==> src/rtl/xadc_avg_filter.sv <==
// Moving-average filter for XADC DRP samples: averages the last 2^TAPS_LOG2 upper bytes.
// Define XADC_AVG_BYPASS_EN to drop the averager and pass dout_in[15:8] straight through.
module xadc_avg_filter #(
    parameter int unsigned TAPS_LOG2 = 3
) (
    input  logic        clk,
    input  logic        rst,
    input  logic        drdy_in,
    input  logic [15:0] dout_in,
    output logic [7:0]  sample_out,
    output logic        sample_valid,
    output logic        filled
);

    logic [7:0] new_sample;
    logic [7:0] sample_q;
    logic       valid_q;
    logic       unused_bits;

    assign new_sample   = dout_in[15:8];
    assign sample_out   = sample_q;
    assign sample_valid = valid_q;

`ifdef XADC_AVG_BYPASS_EN

    assign unused_bits = ^{dout_in[7:0], TAPS_LOG2[0]};

    always_ff @(posedge clk or posedge rst) begin
        if (rst) begin
            sample_q <= 8'h00;
            valid_q  <= 1'b0;
        end else begin
            valid_q <= drdy_in;
            if (drdy_in) begin
                sample_q <= new_sample;
            end
        end
    end

    assign filled = ~rst;

`else

    localparam int unsigned Depth = 1 << TAPS_LOG2;
    localparam int unsigned SumW  = 8 + TAPS_LOG2;

    typedef enum logic {StFill, StRun} state_e;

    state_e                 state_q, state_d;
    logic [7:0]             ring_q [Depth];
    logic [TAPS_LOG2-1:0]   wptr_q;
    logic [TAPS_LOG2-1:0]   fill_cnt_q;
    logic [SumW-1:0]        sum_q, sum_d;

    assign unused_bits = ^dout_in[7:0];

    // The sum always contains the evicted entry, so the subtraction cannot underflow.
    always_comb begin
        sum_d = sum_q + SumW'(new_sample) - SumW'(ring_q[wptr_q]);
    end

    always_ff @(posedge clk or posedge rst) begin
        if (rst) begin
            for (int i = 0; i < Depth; i++) begin
                ring_q[i] <= 8'h00;
            end
            wptr_q     <= '0;
            fill_cnt_q <= '0;
            sum_q      <= '0;
            sample_q   <= 8'h00;
            valid_q    <= 1'b0;
        end else begin
            valid_q <= drdy_in;
            if (drdy_in) begin
                ring_q[wptr_q] <= new_sample;
                sum_q          <= sum_d;
                wptr_q         <= wptr_q + TAPS_LOG2'(1);
                sample_q       <= sum_d[SumW-1:TAPS_LOG2];
                if (state_q == StFill) begin
                    fill_cnt_q <= fill_cnt_q + TAPS_LOG2'(1);
                end
            end
        end
    end

    always_ff @(posedge clk or posedge rst) begin
        if (rst) begin
            state_q <= StFill;
        end else begin
            state_q <= state_d;
        end
    end

    always_comb begin
        state_d = state_q;
        unique case (state_q)
            StFill: if (drdy_in && (fill_cnt_q == '1)) state_d = StRun;
            StRun:  state_d = StRun;
            default: state_d = StFill;
        endcase
    end

    always_comb begin
        filled = (state_q == StRun);
    end

`endif

endmodule

==> config.mk <==
export PLATFORM = sky130hd
export DESIGN_NAME = xadc_avg_filter
export DESIGN_NICKNAME = d
export VERILOG_FILES = /design/src/rtl/xadc_avg_filter.sv
export SDC_FILE = /design/constraint.sdc
export NUM_CORES = 1
export LEC_CHECK = 0
export ABC_AREA = 1
export CORE_MARGIN = 1
export CORE_UTILIZATION = 55
export CTS_BUF_LIST = sky130_fd_sc_hd__clkbuf_8
export CTS_CLUSTER_SIZE = 25
export DETAILED_ROUTE_END_ITERATION = 8
export GPL_ROUTABILITY_DRIVEN = 1
export PLACE_DENSITY = 0.89
export SYNTH_ARGS = -nofsm -noshare
export SYNTH_HDL_FRONTEND = slang
export SYNTH_SLANG_ARGS = --single-unit
==> constraint.sdc <==
create_clock -name clk -period 2.5 [get_ports clk]
set_clock_uncertainty 0.1 [all_clocks]
set_input_delay 0.5 -clock clk [delete_from_list [all_inputs] [get_ports clk]]
set_output_delay 0.5 -clock clk [all_outputs]
set_load 0.005 [all_outputs]
==> summary.md <==
| Metric | Value |
|---|---|
| Async SR Flop Fraction | 100% |
| CP Class | reg2reg |
| GRT Total Usage | 29.4% |
| Multi-input logic area | 2310 um2 |
| CTS root buffer | clkbuf_8 |
| CP required | 2.65 ns |
| Setup TNS | -3.77 ns |
| Crit path largest cell delay | 0.52 ns |
| Largest net degree at the start of global routing | 84 |
| Initial antenna violation count | 0 |
| Htree depth | 3 |
| Sequential share of the synthesized area | 46.4% |
| Crit path cell chain | buf_12, o211ai_1, o2111ai_2, fa_1, inv_1, ha_4, nand2_1, nand2_1, a21oi_1, nand4_1, nand3_1, nand2_1 |
| Min Clock Period, post-route | 3.08 ns |
| Hold depth | 2 |
| Max Cap Viol | 0 |
| Worst EP arrival | 3.23 ns |
| Drt drc | 0 |
| Crit path top cell by count | nand2_1 |
| Number of diodes | 0 |
| Layout cells sized above 1 | 26.0% |
| Longest Clk Path Bufs | 2 |
| Violated checks | negative setup slack |
| First-pass GRT wire length | 18900 um |
| Critical R2R Launch | wptr_q[0] |
| Cts bufs inserted | 9 |
| Most frequent cells after synthesis | nand2_1 (135), dfrtp_1 (83), o21ai_0 (82) |
| Hold Crit Start | ring_q[41] |
| CTS tree | done |
| Worst setup margin | -0.577 ns |
| Unrepaired setup endpoints after global routing | true |
| Placed inst area | 5060 um2 |
| Min-delay worst type | reg2reg |
| Fmax | 325 MHz |
| Reg2reg setup slack | -0.58 ns |
| Largest cells by area after synthesis | dfrtp_1 (46%), nand2_1 (11%), o21ai_0 (9.2%) |
| Final wirelength | 12800 um |
| Period utilization | 123% |
| Initial Utilization | 57.4% |
| Hpwl dp | 7390 um |
| CP Launch Type | register |
| Chip height | 92.2 um |
| Routed vias | 4063 |
| Post-synth EDFFs | 0 |
| Count leader, synth | nand2_1 |
| Die width | 92.2 um |
| Reg2reg end | sample_out[7] |
| Least-Margin Pin Slew | 0.552 ns |
| Final hold vios | 0 |
| Area growth, synth to finish | 23.3% |
| Vias in the first global route | 3946 |
| Ports | 29 |
| Crit. End Element | register |
| Slowest CP cell | fa_1 |
| Antenna Nets Post-Route | 0 |
| Drt wl/cell | 19.0 um |
| 1st-pass router iterations | 5 |
| Rel. slew slack | 63.1% |
| Drt first-iter violations | 453 |
| Drt via density | 6.05 |
| Share of the synthesized area in the top cell type | 46.4% |
| # setup viols final | 10 |
| Slew Limit Fails | 0 |
| Yosys warnings | 0 |
| PortBufs | 20 |
| CP top delay family | adder cells |
| Synth unique cells | 31 |
| Clk slew on worst S/H paths | 0.09 ns |
| WP buf/inv | 2 |
| Reg2reg path depth | 12 |
| Cts hold-fix bufs | 0 |
| GRT Residual Overflow | 0 |
| Synth area leader | dfrtp_1 |
| Hold path endpoint | ring_q[41] |
| Num rows | 32 |
| Core area | 7810 um2 |
| Layout Nets | 607 |
| Seq cells post-synth | 83 |
| RD Place Congestion | 0.895 |
| CTS Sinks | 83 |
| Seq. cell area | 2080 um2 |
| Syn Inst Count | 523 |
| Status | finished, violations left |
| Synthesized Nets | 564 |
| Syn Area/Cell | 8.56 um2 |
| Worst Path Max Fanout | 15 |
| Fin area | 5520 um2 |
| Die Area | 8510 um2 |
| Clk_lat worst skew | 0.37 ns |
| Main synth FF type | dfrtp_1 |
| Cell area after synthesis | 4480 um2 |
| FILL cells | 522 |
-- placed cells by master, fill, tap and decap left out, types with 11 or more instances in the layout --
master           netlist  layout
buf_4                  9      28
clkdlybuf4s50_1        0      20
dfrtp_1               83      81
inv_1                 59      51
inv_2                  5      11
nand2_1              135     117
nand2_2                2      15
nor2_1                20      11
o21a_1                14      14
o21ai_0               82      62
o21ai_1                6      22
o21ai_2                8      12
-- worst max path at each step --
stage / start / cells after the start / endpoint / slack, ns
after floorplan: wptr_q[0] / 15 / sample_out[3] / -0.1
after global placement: wptr_q[2] / 14 / sample_out[5] / -0.30
after detailed placement: wptr_q[2] / 14 / sample_out[5] / -0.33
after CTS: wptr_q[0] / 14 / sample_out[5] / -0.28
after global routing: wptr_q[0] / 13 / sample_out[7] / -0.65
final: wptr_q[0] / 12 / sample_out[7] / -0.58
-- cell families after synthesis --
group / after synthesis / synth area share [%]
AO/OA/AOI/OAI: 136 / 17.5
XOR/XNOR: 5 / 0.978
AND/OR/NAND/NOR: 184 / 17.4
flip-flops: 83 / 46.4
adder cells (fa/ha/maj): 22 / 7.49
buffers and inverters: 91 / 9.78
multiplexers: 2 / 0.503
-- registers in the layout, indices dropped and copies added, names as in the netlist --
| signal | flops |
|---|---|
| sum_q | 3 |
| sample_valid | 1 |
| ring_q | 64 |
| filled | 1 |
| fill_cnt_q | 3 |
| wptr_q | 3 |
| sample_out | 8 |
-- tightest hold or removal path, cell delays in order, from the launching register on --
cell and delay [ns]:
dfrtp_1 0.35, nand2_1 0.05, o21ai_0 0.06
-- per-layer routing --
layer  share of wire (%)  track usage [%]
met1                  38             35.5
met2                  48             48.1
met3                 6.6             5.47
met4                 6.8             19.0
met5                   0                0
-- what timing repair did --
action	4_1_cts	5_1_grt
gates cloned	2	0
buffers inserted	1	4
endpoints found under the setup margin	10	10
gates resized for setup	36	42
pin swaps	10	28
-- final cells by class --
class / count / share of cell area [%]
Tap cell: 102 / 2.31
Clock inverter: 6 / 0.793
Clock buffer: 9 / 2.24
Timing Repair Buffer: 59 / 10.8
Sequential cell: 83 / 37.7
Multi-Input combinational cell: 349 / 41.8
Inverter: 64 / 4.46
-- through the flow --
| stage | worst slack, ns | util [%] | hold slack (ns) | std cells |
|---|---|---|---|---|
| after global placement | -0.298 | 64.9 | 0.361 | 651 |
| after CTS | -0.279 | 69.2 | 0.384 | 669 |
| after detailed placement | -0.329 | 64.9 | 0.365 | 651 |
| after global routing | -0.647 | 70.7 | 0.419 | 672 |
| final | -0.577 | 70.7 | 0.392 | 672 |
| after floorplan | -0.0985 | - | 0.348 | 523 |
Power is left out: the tool's default activity adds up to more than one toggle a clock period on the data nets, which glitch-free logic cannot reach.
